[src/rtl/opr_host_if.sv]
// opr_host_if: operand-in and result-out handshake bundle for opr_host.
// master = producer/consumer side (bench or host), slave = opr_host.
interface opr_host_if;
    logic       in_valid;
    logic       in_ready;
    logic [3:0] in_a;
    logic [3:0] in_b;
    logic       out_valid;
    logic       out_ready;
    logic [3:0] out_data;

    modport master (
        output in_valid, in_a, in_b, out_ready,
        input  in_ready, out_valid, out_data
    );

    modport slave (
        input  in_valid, in_a, in_b, out_ready,
        output in_ready, out_valid, out_data
    );
endinterface

[src/rtl/opr_host.sv]
// opr_host: queues operand pairs, issues one pair per frame to an external
// formula datapath, captures its result one frame later into a small result
// buffer and streams results out with valid/ready.
// Optional feature macro: OPR_HOST_STATS_EN adds the frames_done counter port.
module opr_host #(
    parameter int unsigned FIFO_DEPTH = 4,
    parameter int unsigned FRAME_LEN  = 5,
    parameter int unsigned RES_DEPTH  = 2
) (
    input  logic       clock,
    input  logic       reset,
    opr_host_if.slave  bus,
    output logic [3:0] opr_a,
    output logic [3:0] opr_b,
    input  logic [3:0] opr_cout,
    output logic       frame_sync,
`ifdef OPR_HOST_STATS_EN
    output logic [7:0] frames_done,
`endif
    output logic       busy
);
    localparam int unsigned FAW = $clog2(FIFO_DEPTH);
    localparam int unsigned FCW = FAW + 1;
    localparam logic [2:0]     SLOT_LAST = 3'(FRAME_LEN - 1);
    localparam logic [FCW-1:0] FIFO_FULL = FCW'(FIFO_DEPTH);
    localparam logic [1:0]     RES_LAST  = 2'(RES_DEPTH - 1);
    localparam logic [3:0]     RES_MAX   = 4'(RES_DEPTH);

    logic [2:0]     slot_q, slot_d;
    logic [7:0]     fifo_mem_q [FIFO_DEPTH];
    logic [7:0]     fifo_mem_d [FIFO_DEPTH];
    logic [FAW-1:0] fifo_wr_q, fifo_wr_d, fifo_rd_q, fifo_rd_d;
    logic [FCW-1:0] fifo_cnt_q, fifo_cnt_d;
    logic [3:0]     res_mem_q [4];
    logic [3:0]     res_mem_d [4];
    logic [1:0]     res_wr_q, res_wr_d, res_rd_q, res_rd_d;
    logic [2:0]     res_cnt_q, res_cnt_d;
    logic           inflight_q, inflight_d;
    logic [3:0]     opr_a_q, opr_a_d, opr_b_q, opr_b_d;
`ifdef OPR_HOST_STATS_EN
    logic [7:0]     frames_done_q, frames_done_d;
`endif

    logic at_slot0, push, issue, capture, res_pop, space_ok;
    logic in_ready_int, out_valid_int;

    // Handshake qualifiers; in_ready uses pre-pop occupancy, so no full bypass.
    always_comb begin
        in_ready_int  = !reset && (fifo_cnt_q != FIFO_FULL);
        out_valid_int = !reset && (res_cnt_q != 3'd0);
        at_slot0      = (slot_q == 3'd0);
        push          = bus.in_valid && in_ready_int;
        res_pop       = out_valid_int && bus.out_ready;
        // Reserve a result slot for every frame in flight before issuing.
        space_ok      = ({1'b0, res_cnt_q} + {3'b000, inflight_q}) < RES_MAX;
        issue         = at_slot0 && (fifo_cnt_q != '0) && space_ok;
        capture       = at_slot0 && inflight_q;
    end

    // Next-state for slot counter, operand FIFO, issue registers and in-flight flag.
    always_comb begin
        slot_d     = (slot_q == SLOT_LAST) ? 3'd0 : slot_q + 3'd1;
        fifo_mem_d = fifo_mem_q;
        fifo_wr_d  = fifo_wr_q;
        fifo_rd_d  = fifo_rd_q;
        fifo_cnt_d = fifo_cnt_q;
        opr_a_d    = opr_a_q;
        opr_b_d    = opr_b_q;
        inflight_d = inflight_q;
        if (push) begin
            fifo_mem_d[fifo_wr_q] = {bus.in_a, bus.in_b};
            fifo_wr_d             = fifo_wr_q + FAW'(1);
        end
        if (capture) begin
            inflight_d = 1'b0;
        end
        if (issue) begin
            {opr_a_d, opr_b_d} = fifo_mem_q[fifo_rd_q];
            fifo_rd_d          = fifo_rd_q + FAW'(1);
            inflight_d         = 1'b1;
        end
        if (push && !issue) begin
            fifo_cnt_d = fifo_cnt_q + FCW'(1);
        end else if (!push && issue) begin
            fifo_cnt_d = fifo_cnt_q - FCW'(1);
        end
    end

    // Next-state for the result buffer (capture at slot 0, pop on handshake).
    always_comb begin
        res_mem_d = res_mem_q;
        res_wr_d  = res_wr_q;
        res_rd_d  = res_rd_q;
        res_cnt_d = res_cnt_q;
        if (capture) begin
            res_mem_d[res_wr_q] = opr_cout;
            res_wr_d            = (res_wr_q == RES_LAST) ? 2'd0 : res_wr_q + 2'd1;
        end
        if (res_pop) begin
            res_rd_d = (res_rd_q == RES_LAST) ? 2'd0 : res_rd_q + 2'd1;
        end
        if (capture && !res_pop) begin
            res_cnt_d = res_cnt_q + 3'd1;
        end else if (!capture && res_pop) begin
            res_cnt_d = res_cnt_q - 3'd1;
        end
    end

`ifdef OPR_HOST_STATS_EN
    // Captured-result counter, wraps naturally at 8 bits.
    always_comb begin
        frames_done_d = frames_done_q;
        if (capture) begin
            frames_done_d = frames_done_q + 8'd1;
        end
    end
`endif

    // Control state with synchronous reset; reset discards everything in flight.
    always_ff @(posedge clock) begin
        if (reset) begin
            slot_q     <= 3'd0;
            fifo_wr_q  <= '0;
            fifo_rd_q  <= '0;
            fifo_cnt_q <= '0;
            res_wr_q   <= 2'd0;
            res_rd_q   <= 2'd0;
            res_cnt_q  <= 3'd0;
            inflight_q <= 1'b0;
            opr_a_q    <= 4'd0;
            opr_b_q    <= 4'd0;
        end else begin
            slot_q     <= slot_d;
            fifo_wr_q  <= fifo_wr_d;
            fifo_rd_q  <= fifo_rd_d;
            fifo_cnt_q <= fifo_cnt_d;
            res_wr_q   <= res_wr_d;
            res_rd_q   <= res_rd_d;
            res_cnt_q  <= res_cnt_d;
            inflight_q <= inflight_d;
            opr_a_q    <= opr_a_d;
            opr_b_q    <= opr_b_d;
        end
    end

    // Storage arrays need no reset: entries are only read when counts say valid.
    always_ff @(posedge clock) begin
        fifo_mem_q <= fifo_mem_d;
        res_mem_q  <= res_mem_d;
    end

`ifdef OPR_HOST_STATS_EN
    // Stats counter register.
    always_ff @(posedge clock) begin
        if (reset) begin
            frames_done_q <= 8'd0;
        end else begin
            frames_done_q <= frames_done_d;
        end
    end
    assign frames_done = frames_done_q;
`endif

    // Outputs; out_data is forced to zero whenever no result is presented.
    always_comb begin
        bus.in_ready  = in_ready_int;
        bus.out_valid = out_valid_int;
        bus.out_data  = out_valid_int ? res_mem_q[res_rd_q] : 4'd0;
        opr_a         = opr_a_q;
        opr_b         = opr_b_q;
        frame_sync    = !reset && at_slot0;
        busy          = !reset && ((fifo_cnt_q != '0) || inflight_q);
    end
endmodule

[src/flat_wrapper.sv]
// flat-port wrapper written by rule: the top's interface ports become plain ports
module opr_host_flat 
#(
    parameter int unsigned FIFO_DEPTH = 4,
    parameter int unsigned FRAME_LEN  = 5,
    parameter int unsigned RES_DEPTH  = 2
)
  (clock, reset, opr_a, opr_b, opr_cout, frame_sync, busy, bus_in_valid, bus_in_a, bus_in_b, bus_out_ready, bus_in_ready, bus_out_valid, bus_out_data);
  opr_host_if bus_i ();
  input  logic clock;
  input  logic reset;
  output logic [3:0] opr_a;
  output logic [3:0] opr_b;
  input  logic [3:0] opr_cout;
  output logic frame_sync;
  output logic busy;
  input wire logic [$bits(bus_i.in_valid)-1:0] bus_in_valid;
  input wire logic [$bits(bus_i.in_a)-1:0] bus_in_a;
  input wire logic [$bits(bus_i.in_b)-1:0] bus_in_b;
  input wire logic [$bits(bus_i.out_ready)-1:0] bus_out_ready;
  output wire logic [$bits(bus_i.in_ready)-1:0] bus_in_ready;
  output wire logic [$bits(bus_i.out_valid)-1:0] bus_out_valid;
  output wire logic [$bits(bus_i.out_data)-1:0] bus_out_data;
  assign bus_i.in_valid = bus_in_valid;
  assign bus_i.in_a = bus_in_a;
  assign bus_i.in_b = bus_in_b;
  assign bus_i.out_ready = bus_out_ready;
  assign bus_in_ready = bus_i.in_ready;
  assign bus_out_valid = bus_i.out_valid;
  assign bus_out_data = bus_i.out_data;
  opr_host #(.FIFO_DEPTH(FIFO_DEPTH), .FRAME_LEN(FRAME_LEN), .RES_DEPTH(RES_DEPTH)) u_core (.clock(clock), .reset(reset), .bus(bus_i), .opr_a(opr_a), .opr_b(opr_b), .opr_cout(opr_cout), .frame_sync(frame_sync), .busy(busy));
endmodule
[config.mk]
export PLATFORM = sky130hd
export DESIGN_NAME = opr_host_flat
export DESIGN_NICKNAME = d
export VERILOG_FILES = /design/src/rtl/opr_host_if.sv /design/src/rtl/opr_host.sv /design/src/flat_wrapper.sv
export SDC_FILE = /design/constraint.sdc
export NUM_CORES = 1
export LEC_CHECK = 0
export BUFFER_PORTS_ARGS = -buffer_cell sky130_fd_sc_hd__buf_4
export CAP_MARGIN = 20
export CORE_UTILIZATION = 28
export CTS_BUF_LIST = sky130_fd_sc_hd__clkbuf_8
export CTS_CLUSTER_SIZE = 20
export DETAILED_ROUTE_END_ITERATION = 8
export PLACE_DENSITY = 0.49
export SYNTH_ARGS = -nofsm -noshare
export SYNTH_HDL_FRONTEND = slang
export SYNTH_SLANG_ARGS = --single-unit
[constraint.sdc]
create_clock -name clock -period 4.1 [get_ports clock]
set_input_delay 0.205 -clock clock [delete_from_list [all_inputs] [get_ports clock]]
set_output_delay 0.205 -clock clock [all_outputs]
set_load 0.02 [all_outputs]
* Word level (Yosys, flattened, before mapping) *
Cells that the tools add are included.
Widths: inputs -> output; s select.

word-level totals
  bits of input ports = 16
  output and inout bits = 16
  logic and storage cells = 92
  bits in registers = 74

cells by class
  multiplexer cells = 21
  $lt $le $gt $ge = 7
  $add $sub $neg = 10
  reductions and logical operators = 28
  bitwise operators = 4
  equality and inequality tests = 4

operator list
  cell                 count
  $bwmux 32            1
  $mux 8               3
  $bmux 8 s2           1
  $bwmux 16            1
  $demux 8 s2          1
  $mux 4               4
  $logic_and 1x1->1    15
  $ge 3x3->1 const B   4
  $mux 3               4
  $not 2->3            4
  $add 3x1->3 const B  3
  $add 2x1->2 const B  4
  $bmux 4 s2           1
  $demux 4 s2          1
  $lt 3x1->1 const B   2
  $reduce_bool 2->1    3
  $reduce_bool 3->1    2
  $sub 3x1->3 const B  2
  $logic_not 1->1      5
  $add 3x1->4          1
  $eq 2x1->1 const B   2
  $lt 4x2->1 const B   1
  $mux 2               2
  $eq 3x3->1 const B   1
  other kinds (5)      6

* Depth between registers and ports, before layout *
Gate-level depths: netlist of run 1.

  depth after elaboration = 7
  gate-level depth with buffers = 11
  depth with buffers taken out = 11

* Least setup slack after synthesis of run 1 *
OpenSTA, ideal clock, no wires.

  path kind = register -> register
  start point = register u_core.res_cnt_q[0]
  end point = register u_core.fifo_cnt_q[2]
  period minus slack after synthesis = 2.321 ns
  library setup time = 0.070 ns
  stages on the path, launching flop included = 12
  setup slack = 1.779 ns
  data required time = 4.030 ns
  data arrival time = 2.251 ns
  buffers on the path = 1
  cell sequence = dfxtp_1 -> and2_1 -> ha_1 -> xnor2_2 -> nand4_4 -> buf_6 -> ha_1 -> inv_1 -> fa_1 -> xor2_1 -> or3_1 -> a21oi_1

on the way
  cells in the longest elaborated chain, start to end = 6
  elaborated cells on any way between the ends = 8
  classes of those cells = 1 x add/sub; 1 x order compare; 1 x mux; 5 x reduce/logical

RTL lines
  element                                             line             source
  start, declared                                     opr_host.sv:37   logic [2:0] res_cnt_q, res_cnt_d;
  start signal, assigned                              opr_host.sv:139  res_cnt_q <= res_cnt_d;
  $add 3x1->4 (*)                                     opr_host.sv:55   space_ok = ({1'b0, res_cnt_q} + {3'b000, inflight_q}) < RES_MAX;
  $lt 4x2->1 (*)                                      opr_host.sv:55
  $logic_and 1x1->1 (*)                               opr_host.sv:56   issue = at_slot0 && (fifo_cnt_q != '0) && space_ok;
  $logic_not 1->1                                     opr_host.sv:82   if (push && !issue) begin
  $logic_and 1x1->1                                   opr_host.sv:82
  $mux 3 / $reduce_bool 2->1 (equally long branches)  -
  end signal, assigned                                opr_host.sv:136  fifo_cnt_q <= fifo_cnt_d;
  end, declared                                       opr_host.sv:33   logic [FCW-1:0] fifo_cnt_q, fifo_cnt_d;

Mark *: on every way between the ends. The rest lies on a longest branch, timed or not.
A chain may end at the register's enable or synchronous reset.

* Worst setup path after layout of run 1 *
Ends and elaborated chain as after synthesis.

==> results of run 1 <==
-- per-stage QoR --
step	setup WS (ps)	util [%]	std cells	instance area [um^2]
after floorplan	1780	-	201	3060
after global placement	1690	32.5	361	3400
after detailed placement	1610	32.5	361	3400
after CTS	1570	34.4	377	3590
after global routing	1420	34.4	377	3590
final	1590	34.4	377	3590
-- cells in the mapped netlist, types with 2 or more instances --
master / n
nand2b_1: 2
inv_1: 10
o21ai_0: 3
nor3_1: 2
buf_6: 2
xnor2_1: 4
buf_2: 2
mux4_2: 12
edfxtp_1: 48
mux2i_1: 11
and2_1: 11
nand2_1: 3
nor3b_1: 3
dfxtp_1: 26
nor2_1: 23
fa_1: 2
or3_1: 3
clkbuf_8: 2
ha_1: 9
a21oi_1: 8
xor2_1: 4
-- final timing paths --
path / start / to / slack [ps] / depth (start not counted)
hold reg to reg: u_core.res_wr_q[1]$_SDFFE_PP0P_ / u_core.res_wr_q[1]$_SDFFE_PP0P_ / 500 / 2
setup / recovery: u_core.res_cnt_q[0]$_SDFFE_PP0P_ / u_core.fifo_cnt_q[2]$_SDFFE_PP0P_ / 1590 / 10
setup reg to reg: u_core.res_cnt_q[0]$_SDFFE_PP0P_ / u_core.fifo_cnt_q[2]$_SDFFE_PP0P_ / 1590 / 10
hold / removal: bus_in_b[0] / u_core.fifo_mem_q[8]$_DFFE_PP_ / 50 / 1
-- registers in the layout, indices dropped and copies added, names as in the netlist --
| name | flops |
|---|---|
| u_core.res_cnt_q | 3 |
| u_core.inflight_q | 1 |
| u_core.fifo_wr_q | 2 |
| u_core.opr_b | 4 |
| u_core.res_wr_q | 2 |
| u_core.fifo_rd_q | 2 |
| u_core.fifo_cnt_q | 3 |
| u_core.opr_a | 4 |
| u_core.slot_q | 3 |
| u_core.fifo_mem_q | 32 |
| u_core.res_mem_q | 16 |
| u_core.res_rd_q | 2 |
-- layout by cell type (no fill, tap or decap), drive strengths merged, types with 2 or more instances in the layout --
cell type and n:
a21oi 8, and2 11, buf 31, nand4 2, nor3 2, clkbuf 9, nor2 23, mux2i 11
ha 9, fa 2, dfxtp 26, nor3b 4, edfxtp 48, xnor2 5, o21ai 3, mux4 12
xor2 4, inv 11, nand2b 2, clkinv 4, nand2 3, or3 4
-- cells by family after synthesis --
kind of cell | Yosys count | synth area share, %
adders and majority gates | 11 | 4.99
buffers and inverters | 17 | 3.31
DFF | 74 | 64.1
and+or+nand+nor | 54 | 9.86
xor gates and xnor gates | 9 | 2.82
AOI/OAI and AO/OA | 13 | 2.45
muxes | 23 | 12.4
-- where the power goes --
part           switching [uW]  total [uW]  internal, uW
logic                     315         631           315
clock network             272         553           281
registers                 106         994           888
-- layout make-up --
cell class	instances	area share, %
sequential	74	54.6
clock inverter	7	2.02
multi-input combinational	110	27.7
timing repair buffer	31	6.47
tap	136	4.73
clock buffer	9	3.45
inverter	10	1.04
-- routing by layer --
metal  track usage, %  up-vias
met5                0        -
met4             4.70        0
met3             3.74        4
met2             17.1       27
met1             12.6      781
li1                 -      798
-- critical path, delay by kind of cell, from the launching register on --
family	cells	cell delay [ps]
flops	1	440
xor+xnor	1	70
fa+ha+maj	3	710
compound gates	1	140
buf+inv	1	70
simple gates	4	1000
==> impl_metrics.json, run 1 <==
{
  "rows": 37,
  "async_reset_ff_share_pct": 0,
  "p_per_area_nw_per_um2": 606,
  "place.gp.congestion": 0.640,
  "synthesis.instances": 201,
  "leakagePower_uw": 0.00134,
  "final-hold-violation-count": 0,
  "rsz0062_at_grt": "false",
  "clock.fmax_ghz": 0.399,
  "relSlewSlack_pct": 54.7,
  "grt_pass1_vias": 1728,
  "grt_pass1_wl_um": 8740,
  "ant_nets": 0,
  "setup_viol": 0,
  "cp_cell_sequence": "and2_1 -> ha_1 -> nor3b_2 -> nand4_4 -> ha_1 -> inv_1 -> fa_1 -> xor2_1 -> or3_1 -> a21oi_1",
  "wl_met3_um": 186,
  "syn_area_um2": 3060,
  "ioPinCount": 32,
  "cts_buffers": 9,
  "synth.yosys.warnings": 0,
  "track_usage_pct": 10.5,
  "core_um2": 10500,
  "cp_max_fo": 13,
  "hold_buffers": 0,
  "min_path_type": "primary input to flop",
  "wire_per_inst_um": 13.7,
  "nets": 263,
  "skew_ps": 15.9,
  "wl_met1_um": 2400,
  "cts_max_level": 3,
  "crit_path_start_kind": "flop",
  "synth_top_area_share_pct": 47.1,
  "worst_pin_slew_ps": 678,
  "cts_resized": 0,
  "maxCapViolations": 0,
  "crit_required_ps": 4370,
  "synth.largest_area_cell": "edfxtp_1",
  "ir_drop_v": 0.000204,
  "cpMostUsedCell": "ha_1",
  "io_buffers": 31,
  "ys_seq_area_share_pct": 64.1,
  "power_uw": 2180,
  "path_clk_slew_ps": 90,
  "cts_buffer_depth": 2,
  "met2_length_um": 2520,
  "avgSynthCellArea_um2": 15.2,
  "fillers": 1058,
  "drv_slew": 0,
  "diodes": 0,
  "path_class": "flop to flop",
  "grt_max_degree": 32,
  "cts_tree": "yes",
  "antenna_found_initial": 0,
  "slowest_delay_ps": 440,
  "hold_slack_ps": 54.8,
  "synthFlopType": "edfxtp_1",
  "drt_iter0_drc": 26,
  "tns_ps": 0,
  "synth-edff-count": 48,
  "status": "completed",
  "routed.top_layer": "met4",
  "insertion_delay_ps": 340,
  "synth_area_leaders": "edfxtp_1 47%, dfxtp_1 17%, mux4_2 8.8%",
  "via_count": 1610,
  "overflow": 0,
  "worstPathArrival_ps": 2780,
  "cp-end-kind": "flop",
  "hpwl_um": 3470,
  "seq_area_um2": 1960,
  "first_pass_iters": 4,
  "cts-root-buf": "clkbuf_8",
  "drt_wl_total_um": 5160,
  "synth_cell_type_count": 32,
  "die_w_um": 107,
  "crit_path_top_delay_cell": "dfxtp_1",
  "drive_gt1_share_pct": 26.1,
  "ys_seq_elements": 74,
  "cts_setup_buffers": 0,
  "syn_to_final_growth_pct": 17.5,
  "vias_per_cell": 4.27,
  "dieArea_um2": 11300,
  "drc": 0,
  "die_h_um": 107,
  "fin_crit_ps": 2510,
  "synth_nets": 228,
  "clock_sinks": 74,
  "start_util_pct": 29.2,
  "timing.final.crit_share_pct": 61.2,
  "multi_input_area_um2": 996
}
Note: power is estimated with default switching activity, not from simulation.
==> inputs of run 2 (changes only) <==
- PLACE_DENSITY: 0.49 -> 0.5
- clock period: 4.1 -> 2 ns (I/O delays scaled with it)
==> run 2 against run 1 <==
Sequential share of layout area is 5.8 points lower. Maximum frequency rose by 22%. Final cell count is 11% higher. Register-to-register slack lost 1700 ps. The flow now finishes with violations (setup timing). Combinational power rose to 2.8 times the previous value. Critical path type unchanged. Worst hold slack gained 120 ps. Non-clock buffer count increased by 41. Via count is 10% higher. Global-route usage rose by 0.64 points. Clock power up 100%. Utilization increased by 4.2 points.
==> impl_metrics.json, run 2 (synthesis gave the netlist of run 1 again) <==
{
  "diodes": 0,
  "grt_pass1_vias": 1860,
  "cp_max_fo": 3,
  "setup_viol": 1,
  "die_w_um": 107,
  "crit_required_ps": 2280,
  "insertion_delay_ps": 350,
  "grt_max_degree": 17,
  "hp-start": "reset",
  "rrSetupSlack_ps": -60,
  "maxCapViolations": 0,
  "setup_ws_ps": -60.7,
  "grt_pass1_wl_um": 9360,
  "worstPathArrival_ps": 2340,
  "hpwl_um": 3930,
  "skew_ps": 12.3,
  "nets": 304,
  "start_util_pct": 29.2,
  "fillers": 1019,
  "place.gp.congestion": 0.678,
  "clock_sinks": 74,
  "path_clk_slew_ps": 90,
  "cts_buffers": 9,
  "relSlewSlack_pct": 66.9,
  "via_count": 1777,
  "rsz0062_at_grt": "true",
  "worst_pin_slew_ps": 496,
  "drt_iter0_drc": 107,
  "drt_wl_total_um": 5750,
  "critPathLaunch": "u_core.res_cnt_q[0]$_SDFFE_PP0P_",
  "dieArea_um2": 11300,
  "syn_to_final_growth_pct": 31.8,
  "largestRegisters": "u_core.fifo_mem_q x32, u_core.res_mem_q x16",
  "drv_slew": 0,
  "ant_nets": 0,
  "p_per_area_nw_per_um2": 1210,
  "layout_commonest_cell": "buf_4",
  "ir_drop_v": 0.000481,
  "drc": 0,
  "clock.fmax_ghz": 0.485,
  "top_register": "u_core.fifo_mem_q",
  "min_path_type": "primary input to flop",
  "final-hold-violation-count": 0,
  "largest_register_ffs": 32,
  "cts_buffer_depth": 2,
  "vias_per_cell": 4.25,
  "drive_gt1_share_pct": 39.0,
  "status": "finished, violations left",
  "path_class": "flop to flop",
  "io_buffers": 31,
  "cp-end-kind": "flop",
  "cts-root-buf": "clkbuf_8",
  "ioPinCount": 32,
  "fin_area_um2": 4030,
  "power_uw": 4870,
  "wire_per_inst_um": 13.8,
  "rows": 37,
  "placed_area_um2": 3660,
  "core_um2": 10500,
  "layout_common_cells": "60 x buf_4, 48 x edfxtp_1, 23 x nor2_1, 23 x dfxtp_1",
  "timing.final.crit_share_pct": 103,
  "die_h_um": 107,
  "antenna_found_initial": 0,
  "overflow": 0,
  "leakagePower_uw": 0.00154,
  "fin_crit_ps": 2060,
  "violations": "setup timing",
  "first_pass_iters": 4,
  "cts_tree": "yes",
  "cts_max_level": 3,
  "r2r_start": "u_core.res_cnt_q[0]$_SDFFE_PP0P_",
  "crit_path_start_kind": "flop",
  "track_usage_pct": 11.2
}
[run 2: cell count changes in the layout (fill, tap and decap cells not counted), sizes merged]
| cell | delta |
|---|---|
| buf | +29 |
| bufinv | -1 |
| clkinv | -2 |
| dlygate4sd3 | +12 |
| inv | +3 |
[run 2: final timing paths]
check | to | cells past startpoint
worst max-delay path | u_core.fifo_cnt_q[2]$_SDFFE_PP0P_ | 10
worst min-delay path | u_core.fifo_cnt_q[2]$_SDFFE_PP0P_ | 3
worst max register to register | u_core.fifo_cnt_q[2]$_SDFFE_PP0P_ | 10
worst min register to register | u_core.res_wr_q[1]$_SDFFE_PP0P_ | 2
[run 2: stage by stage]
step	utilization (%)	instances	hold WS [ps]	setup TNS, ps	setup slack [ps]
5_1_grt	38.5	418	182	-295	-157
3_3_place_gp	35.0	389	303	-77.7	-77.7
6_report	38.5	418	172	-60.7	-60.7
3_5_place_dp	35.0	389	307	-96.4	-78.2
2_1_floorplan	-	201	199	-256	-143
4_1_cts	38.3	418	145	-93.5	-46.9
[run 2: timing repair]
| action | CTS | global route |
|---|---|---|
| endpoints found under the hold margin | 48 | 0 |
| pin swaps | 1 | 1 |
| cloned | 0 | 0 |
| buffers inserted | 1 | 0 |
| hold buffers | 12 | 0 |
| setup endpoints to repair | 2 | 4 |
| gates resized for setup | 5 | 7 |
[run 2: power by group]
| group | internal [uW] | total [uW] | switching (uW) |
|---|---|---|---|
| registers | 1830 | 1990 | 159 |
| clock network | 485 | 1120 | 638 |
| logic | 936 | 1760 | 822 |
| total | 3250 | 4870 | 1620 |
[run 2: final cells by class]
type                       instances  area (um^2)  share of cell area [%]
inverter                          10         37.5                   0.931
multi-input combinational        110         1090                    27.1
timing repair buffer              72          571                    14.2
clock buffer                       9          124                    3.07
tap                              136          170                    4.22
sequential                        74         1970                    48.8
clock inverter                     7         70.1                    1.74
[run 2: metal layers]
layer	part of all wire [%]	vias up	GRT usage (%)
li1	-	881	-
met1	46	870	13.6
met2	51	24	18.6
met3	2.5	2	2.94
met4	0.96	0	4.99
met5	0	-	0
[run 2: critical path: stages, from the launching register on]
cell	delay, ps
dfxtp_4	370
and2_4	140
ha_4	170
xnor2_4	130
nand4_4	100
ha_4	140
inv_2	30
fa_2	320
xor2_1	150
or3_1	320
a21oi_2	120
